<file path="config.mk">
export PLATFORM = sky130hd
export DESIGN_NAME = distance_filter
export DESIGN_NICKNAME = d
export VERILOG_FILES = /design/src/rtl/distance_filter.sv
export SDC_FILE = /design/constraint.sdc
export NUM_CORES = 1
export LEC_CHECK = 0
export ABC_AREA = 0
export CAP_MARGIN = 20
export CORE_ASPECT_RATIO = 0.8
export CORE_MARGIN = 4
export CORE_UTILIZATION = 35
export DETAILED_ROUTE_END_ITERATION = 7
export HOLD_SLACK_MARGIN = 0.08
export PLACE_DENSITY = 0.57
export RECOVER_POWER = 25
export SYNTH_ARGS = -nofsm -noshare
export SYNTH_HDL_FRONTEND = slang
export SYNTH_SLANG_ARGS = --single-unit
</file>
<file path="constraint.sdc">
create_clock -name clk -period 5.6 [get_ports clk]
set_clock_uncertainty 0.15 [all_clocks]
set_input_delay 1.12 -clock clk [delete_from_list [all_inputs] [get_ports clk]]
set_output_delay 1.12 -clock clk [all_outputs]
set_load 0.02 [all_outputs]
</file>
<file path="src/rtl/distance_filter.sv">
// Moving-average filter for echo distance samples: rejects out-of-range values,
// averages the last 2^WIN_LOG2 accepted samples and drives a hysteretic proximity flag.
module distance_filter #(
   parameter int unsigned DW       = 32,
   parameter int unsigned WIN_LOG2 = 2,
   parameter int unsigned MAX_DIST = 1000000,
   parameter int unsigned NEAR_ON  = 100,
   parameter int unsigned NEAR_OFF = 150
) (
   input  logic          clk,
   input  logic          rst_n,
   input  logic          in_valid,
   input  logic [DW-1:0] in_distance,
   input  logic          clear,
   output logic          out_valid,
   output logic [DW-1:0] out_distance,
   output logic          near,
   output logic [15:0]   drop_cnt
);

   localparam int WIN = 1 << WIN_LOG2;
   localparam int SW  = int'(DW + WIN_LOG2);

   localparam logic [DW-1:0]       MAX_D   = DW'(MAX_DIST);
   localparam logic [DW-1:0]       ON_THR  = DW'(NEAR_ON);
   localparam logic [DW-1:0]       OFF_THR = DW'(NEAR_OFF);
   localparam logic [WIN_LOG2-1:0] LAST    = WIN_LOG2'(WIN - 1);

   typedef enum logic {
      FILL = 1'b0,
      RUN  = 1'b1
   } state_t;

   state_t              state;
   logic [DW-1:0]       win_buf [WIN];
   logic [WIN_LOG2-1:0] wr_ptr;
   logic [SW-1:0]       sum;
   logic                pend;

   logic                in_range;
   logic                accept;
   logic                reject;
   logic                last_fill;
   logic [DW-1:0]       oldest;
   logic [SW-1:0]       sum_next;
   logic [DW-1:0]       avg;

   // NOTE: every always_comb output gets a default first so no path can infer a latch.
   always_comb begin
      in_range  = (in_distance != '0) && (in_distance <= MAX_D);
      accept    = in_valid && !clear && in_range;
      reject    = in_valid && !clear && !in_range;
      // While filling, wr_ptr also counts the accepted samples so far.
      last_fill = (state == FILL) && (wr_ptr == LAST);
      oldest    = '0;
      if (state == RUN) oldest = win_buf[wr_ptr];
      sum_next  = sum + SW'(in_distance) - SW'(oldest);
      avg       = sum[SW-1:WIN_LOG2];
   end

   // Stage 1: window, running sum, pointer, FSM and drop counter.
   // NOTE: sequential state uses non-blocking assignments only, so every register
   // sees the pre-edge values of the others regardless of statement order.
   always_ff @(posedge clk or negedge rst_n) begin
      if (!rst_n) begin
         // NOTE: the window is small and must read as empty after reset, so it is
         // reset explicitly rather than left to the FILL-state masking alone.
         for (int i = 0; i < WIN; i++) win_buf[i] <= '0;
         wr_ptr   <= '0;
         sum      <= '0;
         state    <= FILL;
         pend     <= 1'b0;
         drop_cnt <= '0;
      end else if (clear) begin
         for (int i = 0; i < WIN; i++) win_buf[i] <= '0;
         wr_ptr   <= '0;
         sum      <= '0;
         state    <= FILL;
         pend     <= 1'b0;
         drop_cnt <= '0;
      end else begin
         pend <= accept && ((state == RUN) || last_fill);
         if (accept) begin
            win_buf[wr_ptr] <= in_distance;
            wr_ptr          <= wr_ptr + 1'b1;
            sum             <= sum_next;
            if (last_fill) state <= RUN;
         end
         if (reject && (drop_cnt != 16'hFFFF)) drop_cnt <= drop_cnt + 16'd1;
      end
   end

   // Stage 2: publish the average and update the hysteretic flag.
   always_ff @(posedge clk or negedge rst_n) begin
      if (!rst_n) begin
         out_valid    <= 1'b0;
         out_distance <= '0;
         near         <= 1'b0;
      end else if (clear) begin
         out_valid    <= 1'b0;
         out_distance <= '0;
         near         <= 1'b0;
      end else begin
         out_valid <= pend;
         if (pend) begin
            out_distance <= avg;
            if (avg < ON_THR)       near <= 1'b1;
            else if (avg > OFF_THR) near <= 1'b0;
         end
      end
   end

endmodule

</file>
==> flow_summary.yaml <==
outcome:
  status: "complete, but fails checks"
  violations: "capacitance limit, slew limit"
final_layout:
  drive_above_1_share: 0.0822
  fillers: 3403
  regArea_um2: 5410
  area_delta_synth_final_pct: 18.5
  multi_input_area_um2: 6160
  nets: 1443
setup_path:
  worstPathRequired_ns: 5.90
  r2r-end: "sum[32]$_DFFE_PN0P_"
  cp-end-kind: "register"
  path_class: "reg -> reg"
  startpoint_type: "register"
  worstPathMaxFanout: 18
  cp.arrival_ns: 5.12
  ff2ff_path_depth: 16
  crit-reg2reg-launch: "wr_ptr[1]$_DFFE_PN0P_"
  rrSetupSlack_ns: 0.78
synthesis:
  netlist_instances: 1259
  synth.area.top_cells: "dfrtp_1 (44%), mux4_2 (5.8%), fa_1 (5.2%)"
  synth_ff_type: "dfrtp_1"
  synth_edf_count: 0
  synth.distinct_cells: 62
  synth_nets: 1368
  synth.most_common_cell: "dfrtp_1"
  ys_ff_latch: 216
  yosysWarnings: 0
  synth_common_cells: "dfrtp_1 (216), inv_1 (141), nand2_1 (124), nor2_1 (90), and2_1 (84)"
  yosysSeqAreaShare: 0.437
  synth_area_per_cell_um2: 9.82
  synth_largest_area_cell: "dfrtp_1"
  yosysTopAreaCellShare: 0.437
  netlist_area_um2: 12400
  synthArstFlopShare: 1.00
detailed_routing:
  drt_wl_total_um: 32400
  ant_nets: 0
  drtIter0Drc: 790
  drt-pass1-iter-count: 7
  viasPerCell: 5.00
  route.detailed.drc: 0
  num_vias: 9129
  avgRoutedWirePerCell_um: 17.8
clock_network:
  clkSinkCount: 216
  hold_buffers: 0
  cts_tree: "built"
  cts_resized: 0
  cts_root_buf: "clkbuf_16"
  postCtsSetupRepairBufs: 0
  clockBufferDepth: 3
  h-tree-depth: 1
  cts_buffers: 26
  clock_latency_ns: 0.53
  clk_pin_slew_ns: 0.06
global_route:
  grt_max_degree: 124
  antenna_found_initial: 3
  grt_use_total: 0.171
  grt_pass1_vias: 9118
  grt_pass1_wl_um: 53000
  overflow: 0
sta:
  slew_headroom: -1.16
  fin_ws_ns: 0.775
  tns_ns: 0
  max_freq_mhz: 207
  final_hold_viol_count: 0
  min_period_ns: 4.82
  tightest_slew_ns: 3.24
  drv_slew: 159
  fin_crit_sh: 0.862
  rsz0062_at_grt: "no"
  setup_viol: 0
placed_design:
  place_congestion: 0.902
  preCtsSetupSlack_ns: 0.606
  numPortBuffers: 85
  hpwl_um: 23000
die:
  fp-row-count: 61
  ios: 86
  fp.dieW_um: 218
  core_area_um2: 34800
  die-area_um2: 38400
  die_h_um: 176
  start_util: 0.355
power:
  p_per_area_nw_per_um2: 255
  vdd.ir_drop.worst_mv: 0.196
  p_leak_nw: 6.57
  fin_total_pwr_mw: 3.74
worst_hold_path:
  hold_path_end: "win_buf[26]$_DFFE_PN0P_"
  hp-start: "win_buf[26]$_DFFE_PN0P_"
  hold_depth: 1
  hp-class: "reg -> reg"
job:
  maxCapViolCount: 2
[layout make-up]
class	instances	area share
Multi-Input combinational cell	837	0.420
Sequential cell	216	0.369
Timing Repair Buffer	112	0.0722
Clock buffer	36	0.0504
Tap cell	472	0.0403
Inverter	141	0.0361
Clock inverter	9	0.0119
Antenna cell	1	0.000171
[sequential cells by signal, summed over array words and instances (netlist names)]
| name | count |
|---|---|
| wr_ptr | 2 |
| pend | 1 |
| near | 1 |
| win_buf | 128 |
| out_distance | 32 |
| state | 1 |
| sum | 34 |
| out_valid | 1 |
| drop_cnt | 16 |
[cell families after synthesis]
group           Yosys count  share of synthesized area
compound gates          225                      0.106
mux                      65                     0.0850
buf+inv                 206                     0.0652
xor+xnor                 44                     0.0312
simple gates            430                      0.182
fa+ha+maj                73                     0.0933
flops                   216                      0.437
[power breakdown]
| group | internal, mW | switching, mW | total [mW] |
|---|---|---|---|
| registers | 1.56 | 0.00186 | 1.56 |
| clock network | 1.15 | 0.661 | 1.81 |
| logic | 0.139 | 0.235 | 0.374 |
[layout by cell type (no fill, tap or decap), types with 3 or more instances in the layout]
master           instances
clkbuf_8                 3
nor4_1                  12
and2_1                  84
o22ai_1                  3
nor3_1                   6
nand2_1                124
mux2i_1                 33
clkdlybuf4s50_1         83
nand3_1                 19
nand4_1                 13
xnor2_1                 19
fa_1                    32
bufinv_16                5
nand3b_1                54
dfrtp_1                215
o21bai_1                 3
clkbuf_1                 6
a22oi_1                  3
ha_1                    41
xor2_1                  25
nor2_1                  90
clkbuf_16               27
o21ai_0                 76
o31ai_1                  5
mux4_2                  32
a21o_1                  20
buf_4                   27
nor2b_1                  3
inv_1                  141
a21oi_1                 73
a22o_1                   3
a31oi_1                  5
and3_1                   5
o21ai_1                 10
a211oi_1                 5
[critical path: stages (launching register included)]
cell and delay (ns):
dfrtp_1 0.94, buf_4 0.28, mux4_2 0.33, and2_1 0.19, fa_1 0.48, inv_1 0.04, ha_1 0.35, a21o_1 0.20
a211o_1 0.32, nor3b_1 0.21, a211oi_1 0.12, buf_4 0.18, a41o_1 0.26, a21oi_1 0.26, o2111ai_1 0.14, o41a_1 0.14
o21ai_0 0.14
[worst max-delay path by stage]
stage                     startpoint                  end  slack [ns]  cells past startpoint
3_3_place_gp         in_distance[15]  sum[29]$_DFFE_PN0P_        0.68                     14
2_1_floorplan  wr_ptr[0]$_DFFE_PN0P_  sum[29]$_DFFE_PN0P_        0.80                     17
5_1_grt        wr_ptr[1]$_DFFE_PN0P_  sum[32]$_DFFE_PN0P_        0.47                     16
4_1_cts        wr_ptr[1]$_DFFE_PN0P_  sum[32]$_DFFE_PN0P_        0.73                     16
6_report       wr_ptr[1]$_DFFE_PN0P_  sum[32]$_DFFE_PN0P_        0.78                     16
3_5_place_dp         in_distance[15]  sum[29]$_DFFE_PN0P_        0.61                     14
[metal layers]
metal  vias up  track usage  wire (um)
li1       4392            -          -
met1      4477        0.279      16800
met2       215        0.239      13200
met3        41       0.0256       1710
met4         4       0.0337        607
met5         -            0         25
[per-stage QoR]
stage | cell area, um2 | std cells | hold WS [ns] | util
after floorplan | 12400 | 1259 | 0.298 | -
after global placement | 13800 | 1778 | 0.314 | 0.395
after detailed placement | 13800 | 1778 | 0.315 | 0.395
after CTS | 14700 | 1823 | 0.333 | 0.422
after global routing | 14700 | 1823 | 0.339 | 0.421
final | 14700 | 1824 | 0.329 | 0.421
No activity file was read; power rests on OpenSTA's default activity.
